### src/rtl/ov5640_sccb_cfg.sv
// ov5640_sccb_cfg: walks an external register table and writes each entry to an
// OV5640 over SCCB as a 3-phase write (device address, 16-bit register
// address, data byte), after a power-up delay.
// Optional feature macro: SCCB_ACK_CHECK_EN. When it is defined, a NACK aborts
// the transaction after its STOP and retries the same index, up to 3 retries.
// A 4th NACK sets cfg_err_o. When it is undefined, ACK is ignored.
// Bus outputs are registered so SCL/SDA never glitch. They therefore trail the
// internal quarter sequence by one cycle.
module ov5640_sccb_cfg #(
  parameter int unsigned CLK_DIV  = 250,
  parameter int unsigned REG_NUM  = 252,
  parameter logic [7:0]  DEV_ADDR = 8'h78,
  parameter logic [19:0] PWR_DLY  = 20'd100000
) (
  input  logic        cmos_clk_i,
  input  logic        rst_n_i,
  input  logic        start_i,
  output logic [7:0]  cfg_idx_o,
  input  logic [23:0] cfg_data_i,
  output logic        sccb_scl_o,
  output logic        sccb_sda_o,
  output logic        sccb_sda_oe_o,
  input  logic        sccb_sda_i,
  output logic        cfg_busy_o,
  output logic        cfg_done_o,
  output logic        cfg_err_o
);

  localparam int unsigned QW       = (CLK_DIV > 1) ? $clog2(CLK_DIV) : 1;
  localparam logic [QW-1:0] Q_LAST = QW'(CLK_DIV - 1);
  localparam logic [7:0] IDX_LAST  = 8'(REG_NUM - 1);
  localparam logic [19:0] DLY_LAST = PWR_DLY - 20'd1;

  typedef enum logic [2:0] {
    S_IDLE, S_PWR_WAIT, S_LOAD, S_START, S_BYTE, S_STOP, S_GAP, S_DONE
  } state_t;

  state_t        r_state;
  state_t        w_state_nxt;
  logic [19:0]   r_dly;
  logic [QW-1:0] r_qcnt;
  logic [1:0]    r_q;
  logic [3:0]    r_bit;
  logic [1:0]    r_byte;
  logic [31:0]   r_shift;
  logic [7:0]    r_idx;
  logic          r_scl;
  logic          r_sda;
  logic          r_oe;

  logic w_qend;
  logic w_pend;
  logic w_last_bit;
  logic w_bus_state;
  logic w_start_ok;
  logic w_nack;
  logic w_retry_left;
  logic w_scl;
  logic w_sda;
  logic w_oe;

  assign w_qend      = (r_qcnt == Q_LAST);
  assign w_pend      = w_qend && (r_q == 2'd3);
  assign w_last_bit  = (r_bit == 4'd8);
  assign w_bus_state = (r_state == S_START) || (r_state == S_BYTE) ||
                       (r_state == S_STOP)  || (r_state == S_GAP);
  assign w_start_ok  = start_i && ((r_state == S_IDLE) || (r_state == S_DONE));

`ifdef SCCB_ACK_CHECK_EN
  logic       r_nack;
  logic [1:0] r_retry;
  logic       r_err;

  assign w_nack       = r_nack;
  assign w_retry_left = (r_retry != 2'd3);
  assign cfg_err_o    = r_err;

  // ACK sampling, retry count and sticky error flag
  always_ff @(posedge cmos_clk_i or negedge rst_n_i) begin
    if (!rst_n_i) begin
      r_nack  <= 1'b0;
      r_retry <= '0;
      r_err   <= 1'b0;
    end else begin
      if (w_start_ok) begin
        r_retry <= '0;
        r_err   <= 1'b0;
      end else if ((r_state == S_STOP) && w_pend && r_nack) begin
        if (r_retry == 2'd3) r_err <= 1'b1;
        else                 r_retry <= r_retry + 2'd1;
      end else if ((r_state == S_GAP) && w_pend) begin
        r_retry <= '0;
      end
      if (r_state == S_LOAD)
        r_nack <= 1'b0;
      else if ((r_state == S_BYTE) && w_last_bit && (r_q == 2'd2) && w_qend)
        r_nack <= sccb_sda_i;
    end
  end
`else
  logic w_unused_sda;
  assign w_unused_sda = sccb_sda_i;
  assign w_nack       = 1'b0;
  assign w_retry_left = 1'b1;
  assign cfg_err_o    = 1'b0;
`endif

  // State register
  always_ff @(posedge cmos_clk_i or negedge rst_n_i) begin
    if (!rst_n_i) r_state <= S_IDLE;
    else          r_state <= w_state_nxt;
  end

  // Next-state logic; every bus phase ends on the last cycle of its 4th quarter
  always_comb begin
    w_state_nxt = r_state;
    case (r_state)
      S_IDLE, S_DONE: if (start_i) w_state_nxt = S_PWR_WAIT;
      S_PWR_WAIT:     if (r_dly == DLY_LAST) w_state_nxt = S_LOAD;
      S_LOAD:         w_state_nxt = S_START;
      S_START:        if (w_pend) w_state_nxt = S_BYTE;
      S_BYTE: begin
        // a NACK skips the remaining bytes and goes straight to STOP
        if (w_pend && w_last_bit && ((r_byte == 2'd3) || w_nack))
          w_state_nxt = S_STOP;
      end
      S_STOP: begin
        if (w_pend) begin
          if (w_nack) w_state_nxt = w_retry_left ? S_LOAD : S_DONE;
          else        w_state_nxt = S_GAP;
        end
      end
      S_GAP: if (w_pend) w_state_nxt = (r_idx == IDX_LAST) ? S_DONE : S_LOAD;
      default: w_state_nxt = S_IDLE;
    endcase
  end

  // Bus levels for the current quarter, before the output register
  always_comb begin
    w_scl = 1'b1;
    w_sda = 1'b1;
    w_oe  = 1'b0;
    case (r_state)
      S_START: begin
        w_oe  = 1'b1;
        w_scl = (r_q != 2'd3);
        w_sda = (r_q == 2'd0);
      end
      S_BYTE: begin
        w_scl = (r_q == 2'd1) || (r_q == 2'd2);
        if (!w_last_bit) begin
          w_oe  = 1'b1;
          w_sda = r_shift[31];
        end
      end
      S_STOP: begin
        w_oe  = 1'b1;
        w_scl = (r_q != 2'd0);
        w_sda = r_q[1];
      end
      default: ;
    endcase
  end

  // Counters, shift register and table index
  always_ff @(posedge cmos_clk_i or negedge rst_n_i) begin
    if (!rst_n_i) begin
      r_dly   <= '0;
      r_qcnt  <= '0;
      r_q     <= '0;
      r_bit   <= '0;
      r_byte  <= '0;
      r_shift <= '0;
      r_idx   <= '0;
    end else begin
      r_dly <= (r_state == S_PWR_WAIT) ? r_dly + 20'd1 : '0;
      if (w_bus_state) begin
        r_qcnt <= w_qend ? '0 : r_qcnt + QW'(1);
        if (w_qend) r_q <= r_q + 2'd1;
      end else begin
        r_qcnt <= '0;
        r_q    <= '0;
      end
      if (r_state == S_LOAD) begin
        r_shift <= {DEV_ADDR, cfg_data_i};
        r_bit   <= '0;
        r_byte  <= '0;
      end else if ((r_state == S_BYTE) && w_pend) begin
        if (w_last_bit) begin
          r_bit  <= '0;
          r_byte <= r_byte + 2'd1;
        end else begin
          r_bit   <= r_bit + 4'd1;
          r_shift <= {r_shift[30:0], 1'b0};
        end
      end
      if (w_start_ok)
        r_idx <= '0;
      else if ((r_state == S_GAP) && w_pend && (r_idx != IDX_LAST))
        r_idx <= r_idx + 8'd1;
    end
  end

  // Registered bus outputs; reset drives an idle, released bus
  always_ff @(posedge cmos_clk_i or negedge rst_n_i) begin
    if (!rst_n_i) begin
      r_scl <= 1'b1;
      r_sda <= 1'b1;
      r_oe  <= 1'b0;
    end else begin
      r_scl <= w_scl;
      r_sda <= w_sda;
      r_oe  <= w_oe;
    end
  end

  assign sccb_scl_o    = r_scl;
  assign sccb_sda_o    = r_sda;
  assign sccb_sda_oe_o = r_oe;
  assign cfg_idx_o     = r_idx;
  assign cfg_busy_o    = (r_state != S_IDLE) && (r_state != S_DONE);
  assign cfg_done_o    = (r_state == S_DONE);

endmodule
### config.mk
export PLATFORM = sky130hd
export DESIGN_NAME = ov5640_sccb_cfg
export DESIGN_NICKNAME = d
export VERILOG_FILES = /design/src/rtl/ov5640_sccb_cfg.sv
export SDC_FILE = /design/constraint.sdc
export NUM_CORES = 1
export LEC_CHECK = 0
export CORE_MARGIN = 5
export CORE_UTILIZATION = 50
export CTS_BUF_LIST = sky130_fd_sc_hd__clkbuf_8
export DETAILED_ROUTE_END_ITERATION = 10
export HOLD_SLACK_MARGIN = 0.1
export PLACE_DENSITY = 0.75
export SYNTH_ARGS = -nofsm -noshare
export SYNTH_HDL_FRONTEND = slang
export SYNTH_SLANG_ARGS = --single-unit
### constraint.sdc
create_clock -name cmos_clk_i -period 2.7 [get_ports cmos_clk_i]
set_input_delay 0.54 -clock cmos_clk_i [delete_from_list [all_inputs] [get_ports cmos_clk_i]]
set_output_delay 0.54 -clock cmos_clk_i [all_outputs]
set_load 0.01 [all_outputs]
# After elaboration in Yosys (flattened, before gate mapping)
# Cells that the tools add are included.
# totals
mem_bits_ro	0
n_memories	0
ramBits	0
latch_bits	0
reg_bits	82
# classes
n_bitwise	0
reduce_logical	25
add_sub_neg	6
n_mux	29
n_eq_ne	26
mul	0
shifts	0
n_lt_le_gt_ge	0
div_mod_pow	0
# op_table
operator	n
$mux W32	3
$mux W8	4
$mux W3	7
$pmux W3 S7	1
$add A20 B1 Y20 const B	1
$eq A20 B17 Y1 const B	1
$mux W20	1
$add A8 B1 Y8 const B	2
$eq A8 B8 Y1 const B	2
$ne A2 B2 Y1 const B	7
$eq A3 B3 Y1 const B	4
$mux W4	3
$mux W2	5
$logic_and A1 B1 Y1	8
$ne A8 B8 Y1 const B	1
$reduce_bool A2 Y1	4
$eq A2 B2 Y1 const B	3
$eq A3 B2 Y1 const B	2
$pmux W1 S3	2
$reduce_and A6 Y1	1
$logic_or A1 B1 Y1	5
$add A2 B1 Y2 const B	2
$add A4 B1 Y4 const B	1
$eq A4 B4 Y1 const B	1
other kinds (11)	15

# Longest topological paths before layout
# Gate-level depths: netlist (run 1).
# logic_depth
depth_word	6
ltp_mapped	8
mapped_depth_nobuf	6

# Worst setup path after synthesis (run 1)
# OpenSTA, ideal clock, no wires.
# synth_path
path_type	register to register
start	register r_qcnt[1]
end	register r_idx[5] (netlist: cfg_idx_o[5])
t_required_ns	2.622
setup_ns	0.078
arrival_ns	1.741
path_slack_ns	0.882
path_buffers	0
period_less_slack_ns	1.818
stages_incl_launch_ff	7
cell_sequence	dfrtp_1 > inv_1 > ha_1 > nand4b_2 > or4_4 > or3_1 > a21oi_1
# synth_between
elab_chain_cells	5
# synth_rtl
item	line	rtl
start: declaration	41	logic [QW-1:0] r_qcnt;
start signal: assignment	178	r_qcnt <= w_qend ? '0 : r_qcnt + QW'(1);
$eq A8 B8 Y1	62	assign w_qend = (r_qcnt == Q_LAST);
$logic_and A1 B1 Y1	63	assign w_pend = w_qend && (r_q == 2'd3);
$logic_and A1 B1 Y1 (2 in a row)	199	else if ((r_state == S_GAP) && w_pend && (r_idx != IDX_LAST))
$reduce_bool A2 Y1 (no line)	n/a	
end signal: assignment	200	r_idx <= r_idx + 8'd1;
end: declaration	46	logic [7:0] r_idx;
# Every way passes these cells.
# A chain may end at the register's enable or synchronous reset.

# Worst setup path in the final report (run 1)
# layout_path
start	register r_state[1]
end	output port cfg_busy_o
# layout_between
elab_chain_cells	2
elab_cells_between_ends	3
# layout_rtl
item	line	rtl
start: declaration	38	state_t r_state;
start signal: assignment	111	else r_state <= w_state_nxt;
$ne A3 B3 Y1 / $reduce_bool A3 Y1 (equally long branches)	221	assign cfg_busy_o = (r_state != S_IDLE) && (r_state != S_DONE);
$logic_and A1 B1 Y1 (*)	221	
end: declaration	24	output logic cfg_busy_o,
# Every way passes the cells marked *; elsewhere a longest branch is shown, timed or not.

==> metrics.csv, run 1 <==
metric,value,unit
Power per Cell Area,551,nW/um^2
Worst path slowest cell,dfrtp_1,
RSZ-0062 raised after global routing,false,
WL/cell,14.8,um
Worst Path Arrival,1.83,ns
Initial Util,0.513,
final worst slack,0.329,ns
post-CTS setup buffer count,0,
CP required,2.16,ns
routability cong.,0.791,
share of cells above drive strength 1,0.0746,
Synth warnings,0,
H-tree Lvls,3,
antenna-violating nets left,0,
Iter 0 DRT Violations,147,
worst r2r dst,cfg_idx_o[4]$_DFFE_PN0P_,
Slew @ Worst Pin,0.697,ns
ant diodes,0,
Setup Crit Path Kind,flip-flop to primary output,
"Hold-fix buffers, CTS",0,
"most common cell after layout, fill and taps aside",dfrtp_1,
Die ar.,10400,sq um
Layout Cells excl Fill,601,
clock slew at the register clock pins of the worst setup and hold paths,0.08,ns
critical path peak fanout,17,
post-layout minimum cycle time,2.37,ns
Post-Synthesis Cell Area,4210,sq um
most used routing layer in global routing,met2,
total power,2690,uW
Worst R2R Path Depth,7,
Worst VDD drop,332,uV
run status,"finished, final reports clean",
Die W,102,um
Reg2Reg Launch Point,r_qcnt[1]$_DFF_PN0_,
post_cts resized,0,
Post-synth EDFFs,0,
synthesized instance count,461,
DR pass1 iterations,4,
CP cell instances,and3_1 > nor2_1 > clkdlybuf4s50_1,
die height,102,um
endpoints failing setup,0,
Final Hold Fails,0,
Syn Area/Cell,9.14,sq um
initial antenna violation count,0,
CTS Root Cell,clkbuf_8,
Placeable Area,8220,sq um
Cell variety after synth,52,
clk buf depth,2,
number of max-cap violations,0,
P_leak,0.00204,uW
Total GRT Usage,0.183,
most frequent cells in the layout,"80 x dfrtp_1, 53 x nor2_1, 45 x a21oi_1, 45 x o21ai_0, 38 x clkdlybuf4s50_1",
post-synthesis sequential area ratio,0.488,
worst skew pair latency,0.36,ns
Area growth syn-to-layout,15.9,%
# DRC,0,
Worst slew margin,0.534,
pin count of the biggest net entering global routing,51,
Place WS,0.606,ns
CP startpoint,r_state[1]$_DFFE_PN0P_,
CP Capture Type,primary output,
via count,3548,
dpl cells,585,
vias in the first global route,3467,
"Buf+Inv Stages, Crit Path",1,
I/O pin total,42,
min-delay worst type,input port to asynchronous set/reset pin,
critical path's top delay family,flip-flops,
kind of start point of the critical path,flip-flop,
"Slew Viols, Final",0,
total CTS buffers,9,
Synth Net Count,498,
CTS sink count,82,
Fin Setup TNS,0,ns
#FFs+latches synth,82,
Critical Path Stages,3,
number of vias per cell,5.90,
top_reg_cell synth,dfrtp_1,
final worst-path cycle share,0.878,
worst reg-to-reg setup slack,0.60,ns
Worst Setup EP,cfg_busy_o,
met2 GRT Util,0.299,
first-pass GRT wire length,15.5,mm
Fmax achieved,422,MHz
DP HPWL,5.84,mm
asr flop ratio synth,1.00,
Post-layout nets,528,
drt total wl,8.90,mm
met1 GRT Util,0.241,
CTS tree,yes,
Worst Clk Skew,0.0214,ns
cell row count,33,
cell area after placement,4710,sq um
M3 GR Usage,0.0413,
max incr delay on CP,0.56,ns
Port Buf Inserts,39,
post-route cell area,4880,sq um
GRT Residual Overflow,0,
synth_stat cells (3+ instances only):
master	n	area share
and4_1	3	0.0062
a21oi_1	45	0.053
a31oi_1	24	0.036
nand2_1	25	0.022
and3_1	6	0.0089
dfrtp_1	80	0.48
nor3_1	8	0.0095
ha_1	9	0.027
nand3_1	25	0.030
nor2b_1	4	0.0059
clkbuf_1	24	0.021
nand4b_1	4	0.0083
nand4_1	7	0.010
o31ai_1	5	0.0089
xor2_1	9	0.019
nor2_1	54	0.048
xnor2_1	10	0.021
o21ai_0	45	0.053
or4_1	3	0.0053
and2_1	3	0.0045
mux2i_1	6	0.014
nor4_1	4	0.0059
or3_1	10	0.015
nand2b_1	7	0.010
inv_1	9	0.0080
through the flow:
stage          hold slack, ns  utilization
6_report                0.128        0.594
5_1_grt                 0.152        0.594
4_1_cts                 0.138        0.594
3_5_place_dp            0.484        0.573
3_3_place_gp            0.478        0.573
2_1_floorplan           0.244            -
layout make-up:
type                    count  area (sq um)
repair buffers             48           468
clock buffers              10           138
multi-input cells         341          2020
fillers                   736          3330
well taps                 105           131
flip-flops and latches     82          2050
inverters                   9          33.8
clock inverters             6          36.3
flip-flops by register name, indices dropped and copies added (netlist names):
register	flops
cfg_idx_o	8
r_bit	4
r_byte	2
r_dly	20
r_q	2
r_qcnt	8
r_shift	32
r_state	3
sccb_scl_o	1
sccb_sda_o	1
sccb_sda_oe_o	1
where the power goes:
group          internal (uW)  switching (uW)
registers               1320             121
logic                    206             234
clock network            353             453
worst min path at each step:
stage,startpoint,end,slack [ns],cells after the start
6_report,rst_n_i,r_dly[4]$_DFF_PN0_,0.13,1
5_1_grt,rst_n_i,sccb_sda_oe_o$_DFF_PN0_,0.15,1
4_1_cts,rst_n_i,r_dly[4]$_DFF_PN0_,0.14,1
3_5_place_dp,r_qcnt[0]$_DFF_PN0_,r_qcnt[0]$_DFF_PN0_,0.48,1
3_3_place_gp,r_qcnt[0]$_DFF_PN0_,r_qcnt[0]$_DFF_PN0_,0.48,1
2_1_floorplan,rst_n_i,cfg_idx_o[0]$_DFFE_PN0P_,0.24,0
per-layer routing:
layer / vias up / routed length [um]
li1: 1719 / -
met1: 1732 / 4070
met2: 88 / 4330
met3: 9 / 402
met4: 0 / 100
met5: - / 0
worst register-to-register path, stage by stage, from the launching register on:
cell,delay (ns)
dfrtp_1,0.40
inv_1,0.06
ha_1,0.17
nand4b_2,0.25
or3_1,0.38
buf_4,0.24
or3_1,0.38
a21oi_1,0.14
cells by family after synthesis:
group / Yosys count / synth area share
compound gates: 131 / 0.174
xor+xnor: 19 / 0.0395
simple gates: 174 / 0.218
flops: 82 / 0.488
mux: 7 / 0.0169
other cells: 1 / 0.000890
fa+ha+maj: 9 / 0.0267
buf+inv: 38 / 0.0356
Power figures use the tool's default switching activity.
==> inputs of run 2 (changes only) <==
--- a/config.mk
+++ b/config.mk
@@ -11,6 +11,7 @@
 export DETAILED_ROUTE_END_ITERATION = 10
 export HOLD_SLACK_MARGIN = 0.1
 export PLACE_DENSITY = 0.75
+export SKIP_LAST_GASP = 1
 export SYNTH_ARGS = -nofsm -noshare
 export SYNTH_HDL_FRONTEND = slang
 export SYNTH_SLANG_ARGS = --single-unit
==> results of run 2 <==
The final DEF is identical to that of run 1; final timing and power are the same.
